### src/rtl/ram_arbiter.sv
// Shares one synchronous RAM between a slotted CPU and a request/ack host port.
// Define RAM_ARBITER_HOLD_EN to build in the host bulk-load hold mode (CPU stalled).
module ram_arbiter #(
  parameter int ADDR_W = 8,
  parameter int DATA_W = 4
) (
  input  logic              dblclk,
  input  logic              reset,
  input  logic              cpu_phase,
  input  logic [ADDR_W-1:0] cpu_addr,
  input  logic [DATA_W-1:0] cpu_wdata,
  input  logic              cpu_we,
  output logic [DATA_W-1:0] cpu_rdata,
  input  logic              host_req,
  input  logic              host_we,
  input  logic [ADDR_W-1:0] host_addr,
  input  logic [DATA_W-1:0] host_wdata,
  output logic              host_ack,
  output logic [DATA_W-1:0] host_rdata,
  input  logic              host_hold_req,
  output logic              cpu_hold,
  output logic [ADDR_W-1:0] ram_addr,
  output logic [DATA_W-1:0] ram_wdata,
  output logic              ram_we,
  input  logic [DATA_W-1:0] ram_rdata
);

  typedef enum logic [1:0] {IDLE, ISSUE, CAPTURE, HOLD} state_t;

  state_t              r_state;
  logic                r_host_we;
  logic [ADDR_W-1:0]   r_host_addr;
  logic [DATA_W-1:0]   r_host_wdata;
  logic [DATA_W-1:0]   r_host_rdata;
  logic                r_host_ack;
  logic [DATA_W-1:0]   r_cpu_rdata;
  logic                r_cpu_slot;
  logic                r_cpu_hold;
  logic                w_hold_req;
  logic                w_host_own;

`ifdef RAM_ARBITER_HOLD_EN
  assign w_hold_req = host_hold_req;
`else
  logic w_unused_hold;
  assign w_unused_hold = host_hold_req;
  assign w_hold_req    = 1'b0;
`endif

  assign w_host_own = (r_state == ISSUE);
  assign ram_addr   = w_host_own ? r_host_addr  : cpu_addr;
  assign ram_wdata  = w_host_own ? r_host_wdata : cpu_wdata;
  assign ram_we     = w_host_own ? r_host_we    : (cpu_we & cpu_phase);

  assign cpu_rdata  = r_cpu_rdata;
  assign host_rdata = r_host_rdata;
  assign host_ack   = r_host_ack;
  assign cpu_hold   = r_cpu_hold;

  always_ff @(posedge dblclk or negedge reset) begin
    if (!reset) begin
      r_state      <= IDLE;
      r_host_we    <= 1'b0;
      r_host_addr  <= '0;
      r_host_wdata <= '0;
      r_host_rdata <= '0;
      r_host_ack   <= 1'b0;
      r_cpu_rdata  <= '0;
      r_cpu_slot   <= 1'b0;
      r_cpu_hold   <= 1'b0;
    end else begin
      r_host_ack <= 1'b0;
      // RAM read data trails the address by one cycle, so CPU capture is deferred.
      r_cpu_slot <= cpu_phase & ~w_host_own;
      if (r_cpu_slot) r_cpu_rdata <= ram_rdata;

      case (r_state)
        IDLE: begin
          if (w_hold_req) begin
            r_state    <= HOLD;
            r_cpu_hold <= 1'b1;
          end else if (host_req && !cpu_phase) begin
            r_state      <= ISSUE;
            r_host_we    <= host_we;
            r_host_addr  <= host_addr;
            r_host_wdata <= host_wdata;
          end
        end
        HOLD: begin
          if (!w_hold_req) begin
            r_state    <= IDLE;
            r_cpu_hold <= 1'b0;
          end else if (host_req) begin
            r_state      <= ISSUE;
            r_host_we    <= host_we;
            r_host_addr  <= host_addr;
            r_host_wdata <= host_wdata;
          end
        end
        ISSUE: r_state <= CAPTURE;
        CAPTURE: begin
          r_host_ack <= 1'b1;
          if (!r_host_we) r_host_rdata <= ram_rdata;
          if (w_hold_req) begin
            r_state    <= HOLD;
            r_cpu_hold <= 1'b1;
          end else begin
            r_state    <= IDLE;
            r_cpu_hold <= 1'b0;
          end
        end
        default: r_state <= IDLE;
      endcase
    end
  end

endmodule

### config.mk
export PLATFORM = sky130hd
export DESIGN_NAME = ram_arbiter
export DESIGN_NICKNAME = d
export VERILOG_FILES = /design/src/rtl/ram_arbiter.sv
export SDC_FILE = /design/constraint.sdc
export NUM_CORES = 1
export LEC_CHECK = 0
export CAP_MARGIN = 40
export CORE_MARGIN = 5
export CORE_UTILIZATION = 30
export CTS_CLUSTER_SIZE = 20
export DETAILED_ROUTE_END_ITERATION = 7
export GPL_TIMING_DRIVEN = 1
export PLACE_DENSITY = 0.65
export SLEW_MARGIN = 10
export SYNTH_ARGS = -nofsm -noshare
export SYNTH_HDL_FRONTEND = slang
export SYNTH_SLANG_ARGS = --single-unit
### constraint.sdc
create_clock -name dblclk -period 1.95 [get_ports dblclk]
set_input_delay 0.39 -clock dblclk [delete_from_list [all_inputs] [get_ports dblclk]]
set_output_delay 0.39 -clock dblclk [all_outputs]
set_load 0.005 [all_outputs]
# --- Yosys cells after proc, flatten, opt, wreduce, memory -nomap -nowiden ---
# Cells that the tools add are included.
totals:
  word_cells: 28
  register_bits: 25
  out_inout_bits: 23
  inputBits: 35
classes:
  muxes: 6
  n_reduce_logical: 6
  n_eq_ne: 4
  n_bitwise: 4
ops:
  columns: ["cell", "n"]
  rows:
  - ["two-way mux 8 bit", 1]
  - ["one-hot mux 2 bit (3 select lines)", 1]
  - ["== test 2 bit (second input constant)", 2]
  - ["two-way mux 4 bit", 1]
  - ["AND reduction 2 bit", 2]
  - ["AND 1 bit", 2]
  - ["== test 2 x 1 -> 1 bit (second input constant)", 1]
  - ["zero test 2 bit", 1]
  - ["two-way mux 1 bit", 2]
  - ["two-way mux 2 bit", 1]
  - ["inequality test 2 bit (second input constant)", 1]
  - ["inverter 1 bit", 2]
  - ["OR reduction 2 bit", 1]
  - ["logical AND 1 bit", 1]
  - ["zero test 1 bit", 1]

# --- Logic depth before layout (Yosys ltp) ---
logic_depth:
  depth_word: 4
  ltp_mapped: 4
  ltp_nobuf: 2

# --- Worst setup path after synthesis ---
# OpenSTA, ideal clock, no wires.
synth_path:
  kind: "register to output"
  startpoint: "reg r_state[0]"
  endpoint: "out ram_addr[2]"
  arrival_time_ps: 1204
  slack_ps: 356
  path_buffers: 2
  path_stages_with_launch: 5
  path_cell_list: "dfrtp_1 -> nor2b_1 -> buf_2 -> buf_4 -> mux2_2"
synth_between:
  elab_chain_cells: 2
synth_lines:
  columns: ["element", "line", "text"]
  rows:
  - ["start: declaration", "30", "state_t r_state;"]
  - ["start signal: assignment", "62", "r_state <= IDLE;"]
  - ["start signal: assignment", "80", "r_state <= HOLD;"]
  - ["start signal: assignment", "83", "r_state <= ISSUE;"]
  - ["== test 2 x 1 -> 1 bit", "50", "assign w_host_own = (r_state == ISSUE);"]
  - ["two-way mux 8 bit", "51", "assign ram_addr = w_host_own ? r_host_addr : cpu_addr;"]
  - ["end: declaration", "22", "output logic [ADDR_W-1:0] ram_addr,"]
# Every way passes these cells.

# --- Worst setup path in the final report ---
layout_path:
  startpoint: "reg r_state[1]"
  endpoint: "out ram_addr[7]"
# The elaborated chain is that of the path after synthesis.

==> results.sh <==
export IMPL_outcome="finished, final reports clean"
export IMPL_path_clk_slew_ns=0.08
export IMPL_netSwitchingPower_mw=0.328
export IMPL_layout_min_cycle_time_ns=1.89
export IMPL_via_count=834
export IMPL_clock_fmax_ghz=0.529
export IMPL_port_buffers=55
export IMPL_routedWlPerCell_um=14.3
export IMPL_drv_cap=0
export IMPL_syn_nets=106
export IMPL_yosys_warnings=0
export IMPL_fp_dieH_um=70.5
export IMPL_finalHoldViolations=0
export IMPL_crit_type="flip-flop to output pin"
export IMPL_placed_area_sq_um=1760
export IMPL_grt_pass1_vias=936
export IMPL_rsz0062_at_grt="yes"
export IMPL_crit_required_ns=1.56
export IMPL_num_io_pins=58
export IMPL_hpwl_um=2090
export IMPL_post_route_drc_count=0
export IMPL_place_gp_congestion=0.674
export IMPL_grt_max_degree=26
export IMPL_die_x_um=70.5
export IMPL_antennaDiodeCount=0
export IMPL_powerDensity_nw_per_um2=747
export IMPL_crit_fanout=5
export IMPL_antenna_found_initial=0
export IMPL_vdd_drop_max_mv=0.554
export IMPL_seqPwrFrac=0.476
export IMPL_slew_violations=0
export IMPL_cts_root_buffer="clkbuf_8"
export IMPL_grt_overflow=0
export IMPL_cts_buffer_depth=2
export IMPL_drt_iter0_markers=15
export IMPL_clock_sinks=25
export IMPL_clockPowerShare=0.201
export IMPL_antenna_left=0
export IMPL_cts_tree="built"
export IMPL_yosysUniqueCellTypes=12
export IMPL_synthToLayoutAreaGrowth_pct=74.8
export IMPL_first_pass_iters=3
export IMPL_p_comb_frac=0.323
export IMPL_viasPerCell=4.30
export IMPL_finClkSkew_ns=0.00187
export IMPL_ys_seq_area_frac=0.569
export IMPL_grt_pass1_wl_um=4400
export IMPL_hp_class="primary input to async pin"
export IMPL_power_mw=1.44
export IMPL_cts_hold_buf=0
export IMPL_fin_nets=182
export IMPL_core_area_sq_um=3610
export IMPL_arrival_ns=1.50
export IMPL_post_route_period_util=0.969
export IMPL_dieArea_sq_um=4970
export IMPL_avgSynthCellArea_sq_um=15.5
export IMPL_start_kind="flip-flop"
export IMPL_cts_buffers=3
export IMPL_end_kind="output pin"
export IMPL_final_layout_size_suffix_gt1_frac=0.479
export IMPL_intPower_mw=1.11
export IMPL_fin_area_sq_um=1920
export IMPL_grt_total_usage=0.113
export IMPL_h_tree_depth=1
export IMPL_rows=22
export IMPL_synth_cells=71
export IMPL_setup_viol=0
export IMPL_netlist_area_sq_um=1100
export IMPL_finalWirelength_um=2780
export IMPL_p_leak_nw=0.848
export IMPL_start_util=0.305
export IMPL_clk_latency_ns=0.26
export IMPL_ys_ff_latch=25
export IMPL_switching_share=0.228
[cell usage after synthesis (all sizes together)]
cell type / number / area share
nor3b: 1 / 0.0068
buf: 4 / 0.028
nand3b: 1 / 0.0068
nor2b: 3 / 0.017
dfrtp: 25 / 0.57
nor4b: 1 / 0.022
nand2: 1 / 0.0034
conb: 1 / 0.0034
mux2: 33 / 0.34
o21ai: 1 / 0.0046
[per-stage QoR]
step,hold WS [ns],TNS [ns],instances,util,setup slack (ns)
after global routing,0.520,-0.0719,194,0.533,-0.0215
after CTS,0.511,-0.207,193,0.511,-0.0547
after global placement,0.484,-0.0131,181,0.488,-0.0131
after detailed placement,0.492,-0.0650,181,0.488,-0.0650
final,0.508,0,194,0.533,0.0600
after floorplan,0.0944,0,71,-,0.356
[critical path, cell delays in order (launching register included)]
cell and delay, ns:
dfrtp_1 0.41, nor2b_4 0.17, buf_6 0.14, buf_4 0.11, mux2_4 0.29, buf_6 0.11
[routing by layer]
layer | global-route usage | vias up | part of all wire | routed length, um
met2 | 0.201 | 27 | 0.55 | 1530
met3 | 0.0446 | 2 | 0.055 | 154
li1 | - | 396 | - | -
met4 | 0.0383 | 0 | 0.013 | 36
met5 | 0 | - | 0 | 0
met1 | 0.121 | 409 | 0.38 | 1060
[final cells by class]
class,count,area (sq um)
multi-input combinational,42,483
clock buffer,4,45.0
timing repair buffer,75,707
sequential,25,626
tap,48,60.1
fill,305,1690
[sequential cells by signal, indices dropped and copies added (netlist names)]
name and cells:
r_host_we 1, host_ack 1, r_host_wdata 4, r_cpu_slot 1, cpu_rdata 4, r_host_addr 8
host_rdata 4, r_state 2
[kinds of logic after synthesis]
family,synth area share
compound gates,0.00455
mux,0.338
buf+inv,0.0285
flops,0.569
other cells,0.00341
simple gates,0.0558
[layout by cell type, fill, tap and decap left out]
cell type / Yosys / layout
clkdlybuf4s50_1: 0 / 42
dfrtp_1: 25 / 25
mux2_2: 33 / 24
buf_6: 1 / 14
buf_4: 2 / 12
mux2_4: 0 / 9
clkbuf_2: 0 / 4
clkbuf_8: 0 / 3
nor2b_1: 3 / 2
buf_2: 1 / 2
nor2b_4: 0 / 1
nand2_1: 1 / 1
nand3b_1: 1 / 1
o21ai_0: 1 / 1
nor4b_4: 1 / 1
nor3b_1: 1 / 1
conb_1: 1 / 1
clkbuf_1: 0 / 1
dlygate4sd2_1: 0 / 1
[power groups by stage]
| stage | Combinational [mW] | Sequential [mW] | Clock [mW] |
|---|---|---|---|
| 2_1_floorplan | 0.160 | 0.688 | 0 |
| 3_3_place_gp | 0.427 | 0.688 | 0 |
| 5_1_grt | 0.498 | 0.698 | 0.333 |
| 6_report | 0.464 | 0.683 | 0.288 |
| 4_1_cts | 0.437 | 0.681 | 0.307 |
| 3_5_place_dp | 0.437 | 0.692 | 0 |
[final timing paths]
check                           cells after the start  slack (ns)         endpoint    startpoint
worst min register to register                      1        0.51     cpu_rdata[0]  cpu_rdata[0]
worst min-delay path                                2        0.51     cpu_rdata[3]         reset
worst max-delay path                                5        0.06      ram_addr[7]    r_state[1]
worst max register to register                      5        0.28  r_host_wdata[3]    r_state[1]
min in group dblclk                                 1        0.51     cpu_rdata[0]  cpu_rdata[0]
max in group asynchronous                           2        1.21        r_host_we         reset
[repair_timing]
action | CTS | global route
pin swaps | 0 | 0
buffers inserted | 8 | 2
cloned | 0 | 0
resized for setup | 41 | 29
setup endpoints to repair | 13 | 12
Power figures use the tool's default switching activity.
